## config.mk

```make
export PLATFORM = sky130hd
export DESIGN_NAME = flag_write_sched
export DESIGN_NICKNAME = d
export VERILOG_FILES = /design/src/rtl/flag_write_sched.sv
export SDC_FILE = /design/constraint.sdc
export NUM_CORES = 1
export LEC_CHECK = 0
export ABC_CLOCK_PERIOD_IN_PS = 5100
export BUFFER_PORTS_ARGS = -buffer_cell sky130_fd_sc_hd__buf_2
export CORE_MARGIN = 5
export CORE_UTILIZATION = 25
export DETAILED_ROUTE_END_ITERATION = 10
export SLEW_MARGIN = 30
export SYNTH_ARGS = -nofsm -noshare
export SYNTH_HDL_FRONTEND = slang
export SYNTH_SLANG_ARGS = --single-unit
export TNS_END_PERCENT = 30
```

## constraint.sdc

```tcl
create_clock -name clk_i -period 5.1 [get_ports clk_i]
set_clock_uncertainty 0.05 [all_clocks]
set_input_delay 0 -clock clk_i [delete_from_list [all_inputs] [get_ports clk_i]]
set_output_delay 0 -clock clk_i [all_outputs]
set_load 0.01 [all_outputs]
```

## src/rtl/flag_write_sched.sv

```systemverilog
// -----------------------------------------------------------------------------
// flag_write_sched
//
// In-order scheduler for the NZCV status-flag register. Every flag-writing
// instruction (ALU S-form or MSR) gets a slot at issue. Slots are handed out
// in program order from a circular buffer. Flag writebacks may arrive out of
// order. Slots then commit to the architectural flag register strictly in
// order, at most one per cycle. Conditional (flag-reading) instructions are
// stalled until the youngest in-flight writer has its value. Once that value
// is present, they receive it by forwarding. A flush discards every in-flight
// slot.
//
// Handshake: issue is a valid/stall pair. An instruction presented with
// iss_valid_i=1 is accepted on a rising edge only if iss_stall_o=0 in that
// cycle. Writebacks are fire-and-forget pulses. They are accepted at the edge
// only if they target a busy, not-yet-done slot. Commits are single-cycle
// pulses on commit_s_o/commit_msr_o, and the flag register latches them at
// the same edge.
//
// Ports:
//   clk_i              clock, all state updates on the rising edge
//   rst_i              synchronous active-high reset
//   flush_i            synchronous discard of all in-flight slots
//   iss_valid_i        instruction presented at issue
//   iss_sets_flags_i   issuing instruction writes flags
//   iss_is_msr_i       flag writer is MSR (else ALU S-form)
//   iss_reads_flags_i  issuing instruction reads flags
//   iss_stall_o        hold issue this cycle
//   iss_tag_o          slot tag given to the issuing writer
//   rd_nzcv_o          flags seen by the issuing reader {N,Z,C,V}
//   arch_nzcv_i        current flag-register value {N,Z,C,V}
//   alu_wb_*_i         ALU flag writeback (valid, tag, nzcv)
//   msr_wb_*_i         MSR writeback (valid, tag, data[3:0])
//   commit_s_o         S-update strobe to the flag register
//   commit_msr_o       MSR-update strobe to the flag register
//   commit_nzcv_o      committed flag value (0 when nothing commits)
//   dbg_head_o         observability: oldest slot pointer
//   dbg_tail_o         observability: next slot to allocate
//   dbg_count_o        observability: number of in-flight slots
// -----------------------------------------------------------------------------
module flag_write_sched #(
    parameter int DEPTH = 4,
    parameter int TAG_W = 2
) (
    input  logic             clk_i,
    input  logic             rst_i,
    input  logic             flush_i,
    input  logic             iss_valid_i,
    input  logic             iss_sets_flags_i,
    input  logic             iss_is_msr_i,
    input  logic             iss_reads_flags_i,
    output logic             iss_stall_o,
    output logic [TAG_W-1:0] iss_tag_o,
    output logic [3:0]       rd_nzcv_o,
    input  logic [3:0]       arch_nzcv_i,
    input  logic             alu_wb_valid_i,
    input  logic [TAG_W-1:0] alu_wb_tag_i,
    input  logic [3:0]       alu_wb_nzcv_i,
    input  logic             msr_wb_valid_i,
    input  logic [TAG_W-1:0] msr_wb_tag_i,
    input  logic [3:0]       msr_wb_data_i,
    output logic             commit_s_o,
    output logic             commit_msr_o,
    output logic [3:0]       commit_nzcv_o,
    output logic [TAG_W-1:0] dbg_head_o,
    output logic [TAG_W-1:0] dbg_tail_o,
    output logic [TAG_W:0]   dbg_count_o
);

    localparam logic [TAG_W:0] COUNT_FULL = (TAG_W+1)'(DEPTH);

    // Per-slot state
    logic       busy_q   [DEPTH];
    logic       done_q   [DEPTH];
    logic       is_msr_q [DEPTH];
    logic [3:0] nzcv_q   [DEPTH];
    logic       busy_d   [DEPTH];
    logic       done_d   [DEPTH];
    logic       is_msr_d [DEPTH];
    logic [3:0] nzcv_d   [DEPTH];

    // Global pointers
    logic [TAG_W-1:0] head_q, head_d;
    logic [TAG_W-1:0] tail_q, tail_d;
    logic [TAG_W:0]   count_q, count_d;

    logic [TAG_W-1:0] youngest;
    logic             empty;
    logic             full;
    logic             flags_ready;
    logic             alloc;
    logic             cv;

    // The youngest in-flight writer sits just behind tail. Its value is what
    // a reader issuing now must see.
    assign youngest    = tail_q - TAG_W'(1);
    assign empty       = (count_q == '0);
    assign full        = (count_q == COUNT_FULL);
    assign flags_ready = empty | done_q[youngest];

    // A full buffer stalls on the current count. A commit in the same cycle
    // frees a slot only at the edge, so it does not release the stall.
    assign iss_stall_o = rst_i | flush_i |
                         (iss_valid_i & ((iss_sets_flags_i & full) |
                                         (iss_reads_flags_i & ~flags_ready)));

    assign alloc     = iss_valid_i & iss_sets_flags_i & ~iss_stall_o;
    assign iss_tag_o = tail_q;

    // A reader that also sets flags sees the state before its own allocation,
    // because this uses the pre-edge tail.
    assign rd_nzcv_o = empty ? arch_nzcv_i : nzcv_q[youngest];

    assign cv            = ~empty & done_q[head_q] & ~flush_i & ~rst_i;
    assign commit_s_o    = cv & ~is_msr_q[head_q];
    assign commit_msr_o  = cv &  is_msr_q[head_q];
    assign commit_nzcv_o = cv ? nzcv_q[head_q] : 4'b0000;

    assign dbg_head_o  = head_q;
    assign dbg_tail_o  = tail_q;
    assign dbg_count_o = count_q;

    // Next-state logic for the slots and pointers.
    // Allocation targets the tail and commit targets the head. These can only
    // alias when the buffer is empty (no commit) or full (no allocation), so
    // the two updates never collide on one slot. A writeback cannot hit the
    // committing slot, which is already done. It cannot hit the allocating
    // slot either, which is not yet busy.
    always_comb begin
        for (int i = 0; i < DEPTH; i++) begin
            busy_d[i]   = busy_q[i];
            done_d[i]   = done_q[i];
            is_msr_d[i] = is_msr_q[i];
            nzcv_d[i]   = nzcv_q[i];
        end
        head_d  = head_q;
        tail_d  = tail_q;
        count_d = count_q;

        // Writebacks: ALU has priority if both ports name the same slot.
        for (int i = 0; i < DEPTH; i++) begin
            if (busy_q[i] && !done_q[i]) begin
                if (alu_wb_valid_i && (alu_wb_tag_i == TAG_W'(i))) begin
                    done_d[i] = 1'b1;
                    nzcv_d[i] = alu_wb_nzcv_i;
                end else if (msr_wb_valid_i && (msr_wb_tag_i == TAG_W'(i))) begin
                    done_d[i] = 1'b1;
                    nzcv_d[i] = msr_wb_data_i;
                end
            end
        end

        if (alloc) begin
            busy_d[tail_q]   = 1'b1;
            done_d[tail_q]   = 1'b0;
            is_msr_d[tail_q] = iss_is_msr_i;
            nzcv_d[tail_q]   = 4'b0000;
            tail_d           = tail_q + TAG_W'(1);
        end

        if (cv) begin
            busy_d[head_q]   = 1'b0;
            done_d[head_q]   = 1'b0;
            is_msr_d[head_q] = 1'b0;
            nzcv_d[head_q]   = 4'b0000;
            head_d           = head_q + TAG_W'(1);
        end

        case ({alloc, cv})
            2'b10:   count_d = count_q + (TAG_W+1)'(1);
            2'b01:   count_d = count_q - (TAG_W+1)'(1);
            default: count_d = count_q;
        endcase

        // Flush throws away all speculative writers, exactly like reset.
        if (flush_i) begin
            for (int i = 0; i < DEPTH; i++) begin
                busy_d[i]   = 1'b0;
                done_d[i]   = 1'b0;
                is_msr_d[i] = 1'b0;
                nzcv_d[i]   = 4'b0000;
            end
            head_d  = '0;
            tail_d  = '0;
            count_d = '0;
        end
    end

    always_ff @(posedge clk_i) begin
        if (rst_i) begin
            for (int i = 0; i < DEPTH; i++) begin
                busy_q[i]   <= 1'b0;
                done_q[i]   <= 1'b0;
                is_msr_q[i] <= 1'b0;
                nzcv_q[i]   <= 4'b0000;
            end
            head_q  <= '0;
            tail_q  <= '0;
            count_q <= '0;
        end else begin
            for (int i = 0; i < DEPTH; i++) begin
                busy_q[i]   <= busy_d[i];
                done_q[i]   <= done_d[i];
                is_msr_q[i] <= is_msr_d[i];
                nzcv_q[i]   <= nzcv_d[i];
            end
            head_q  <= head_d;
            tail_q  <= tail_d;
            count_q <= count_d;
        end
    end

endmodule

```

==> impl_metrics.toml <==
[sta]
rsz0062_at_grt = "no"
fin_setup_tns_ps = 0
setup_viol = 0
slew_headroom_pct = 54.9
post-route-min-period_ps = 3470
whs_ps = 52.4
slew_viol_final = 0
period_share_pct = 68.0
max_slew.worst_pin.slew_ps = 677
hold_viol = 0
clock.fmax_ghz = 0.288

[drt]
wirelength_um = 5920
vias = 1898
antenna_left = 0
drt_iter0_drc = 86
wl_per_cell_um = 14.7
route.detailed.drc = 0
firstDrtPassIters = 4
vias_per_cell = 4.71

[placement]
gp_congestion = 0.837
placed_cell_area_um2 = 2720
dp_hpwl_um = 4760
portBuffers = 44

[synth]
yosys.area.top_type = "dfxtp_1"
synth.distinct_cells = 44
async_reset_ff_share_pct = 0
avgSynthCellArea_um2 = 10.3
synth-simple-area-share_pct = 14.9
synth_cells = 233
ys_top_cells_by_count = "37 x dfxtp_1, 31 x nor2_1, 18 x a211oi_2"
synthesis.nets = 268
synth_compound_area_share_pct = 23.3
synth_mux_area_share_pct = 19.0
yosys.area_share.adder_pct = 5.52
synth_area_leaders = "dfxtp_1 31%, a211oi_2 9.4%, mux4_2 9.4%, mux2i_1 6.7%, nor2_1 4.8%"
synth_top_area_share_pct = 30.8
ys_ff_latch = 37
synth_seq_area_share_pct = 30.8
synth_edf_count = 0
synth_ff_type = "dfxtp_1"
yosysMostFrequentCell = "dfxtp_1"
synth_top_family_by_area = "compound AO/OA/AOI/OAI gates"
yosysWarnings = 0
syn_area_um2 = 2400
synth_xor_area_share_pct = 1.09

[global_route]
use_met1_pct = 15.0
grt_use_met3_pct = 2.93
grt_max_degree = 20
gr-usage-met2_pct = 16.4
antenna_found_initial = 0
grt_pass1_vias = 1895
overflow = 0
grt_pass1_wl_um = 9850
track_usage_pct = 10.8
grt_busiest_layer = "met2"

[power]
p_int_w = 0.000423
seqPwrFrac_pct = 51.4
powerDensity_nw_per_um2 = 202
p_leak_nw = 1.03
power.switching_w = 0.000144
clkPwrFrac_pct = 37.3
peakVddDrop_uv = 91.7
switching_share_pct = 25.4
p_comb_share_pct = 11.3
power_w = 0.000567

[floorplan]
row_count = 35
io_pins = 45
fp.dieArea_um2 = 11700
die_x_um = 108
core_um2 = 9280
fp.dieH_um = 108
initial_core_util_pct = 25.9

[worst_setup_path]
slowest_stage = "dfxtp_1"
cp-start-kind = "flop"
worstSetupEndpointType = "flop"
max_stage_delay_ps = 720
critPathBufInv = 2
worstRegToRegCells = 11
critical_path_required_ps = 5280
critical_path.top_delay_family = "adder cells"
worstPathMaxFanout = 13
worstPathCellList = "inv_1, ha_1, nor3b_1, a222oi_1, or2_2, ha_1, inv_1, fa_1, xor2_1, or3_1, a21oi_1"
cp.arrival_ps = 3650
cp.depth = 11
critical_path_class = "flop to flop"

[cts]
cts.clk_slew.worst_paths_ps = 80
insertion_delay_ps = 290
ctsHtreeMaxLevel = 2
clock_path_buffers = 2
numCtsBuffers = 5
post_cts_buffers = 0
clock_sinks = 37
hold_buffers = 0
cts_tree = "done"
postCtsResizedCells = 0
root_buffer = "clkbuf_8"

[cells_and_area]
area.sequential_um2 = 741
nets = 309
syn_to_final_growth_pct = 16.8
finish.utilization_pct = 30.2
fin_area_um2 = 2810
antenna_cells = 0
n_fill_cell = 995
drive_above_1_share_pct = 35.8
multi_input_area_um2 = 1530

[worst_hold_path]
min_path_type = "primary input to flop"
min_path_cells = 4

[job]
maxCapViolCount = 0

[status]
status = "finished clean"
-- stage by stage --
step,cells,setup slack (ps)
after global routing,403,1350
after CTS,403,1640
after detailed placement,396,1680
after floorplan,233,1880
final,403,1630
after global placement,396,1840
-- final timing paths --
kind | start | end | slack, ps
hold / removal | rst_i | dbg_tail_o[0]$_SDFFE_PP0N_ | 50
setup / recovery | dbg_tail_o[0]$_SDFFE_PP0N_ | dbg_count_o[2]$_SDFFE_PP0P_ | 1630
setup reg to reg | dbg_tail_o[0]$_SDFFE_PP0N_ | dbg_count_o[2]$_SDFFE_PP0P_ | 1630
hold reg to reg | is_msr_q[2]$_SDFF_PP0_ | is_msr_q[2]$_SDFF_PP0_ | 430
-- flip-flops by register name, indices dropped and copies added (netlist names), named ones only --
signal / flops
done_q: 4
is_msr_q: 4
busy_q: 4
nzcv_q: 16
dbg_count_o: 3
dbg_tail_o: 2
dbg_head_o: 2
-- routing by layer --
layer | share of wire [%] | routed length, um
met1 | 48 | 2820
met2 | 45 | 2680
met3 | 5.9 | 347
met4 | 1.2 | 73
met5 | 0 | 0
-- layout make-up --
class | instances | share of cell area, %
clock buffers | 7 | 3.08
flip-flops and latches | 37 | 26.4
inverters | 15 | 2.01
well taps | 129 | 5.75
multi-input cells | 170 | 54.7
repair buffers | 45 | 8.11
-- worst min-delay path, delay by kind of cell --
family / cells / cell delay [ps]
compound gates: 2 / 160
buf+inv: 1 / 110
simple gates: 1 / 90
-- layout by cell type, fill, tap and decap left out, drive strengths merged, types with 2 or more instances in the layout --
| cell | netlist | layout |
|---|---|---|
| o21ai | 15 | 15 |
| or2 | 2 | 2 |
| mux2i | 16 | 16 |
| nor2 | 31 | 31 |
| or3b | 3 | 3 |
| mux2 | 6 | 6 |
| ha | 9 | 9 |
| nand3 | 8 | 8 |
| a31oi | 4 | 4 |
| or3 | 6 | 6 |
| nand3b | 4 | 4 |
| dfxtp | 37 | 37 |
| mux4 | 10 | 10 |
| inv | 15 | 15 |
| xor2 | 2 | 2 |
| a21oi | 7 | 7 |
| o211ai | 2 | 2 |
| a21boi | 4 | 4 |
| nand2 | 3 | 3 |
| and2 | 4 | 4 |
| buf | 9 | 45 |
| clkbuf | 2 | 7 |
| a211oi | 18 | 18 |
| nor2b | 5 | 5 |
-- power by group through the flow --
| stage | clock, W | combinational, W | sequential, W |
|---|---|---|---|
| global route | 0.000229 | 0.0000711 | 0.000292 |
| floorplan | 0 | 0.0000419 | 0.000297 |
| global placement | 0 | 0.0000638 | 0.000298 |
| CTS | 0.000216 | 0.0000649 | 0.000291 |
| finish | 0.000211 | 0.0000638 | 0.000291 |
| detailed placement | 0 | 0.0000647 | 0.000298 |
-- cells by family after synthesis --
logic type / count (synthesis)
AO/OA/AOI/OAI: 55
buffers and inverters: 26
flip-flops: 37
adder cells (fa/ha/maj): 10
multiplexers: 32
AND/OR/NAND/NOR: 70
XOR/XNOR: 3
(Power assumes the default switching activity.)
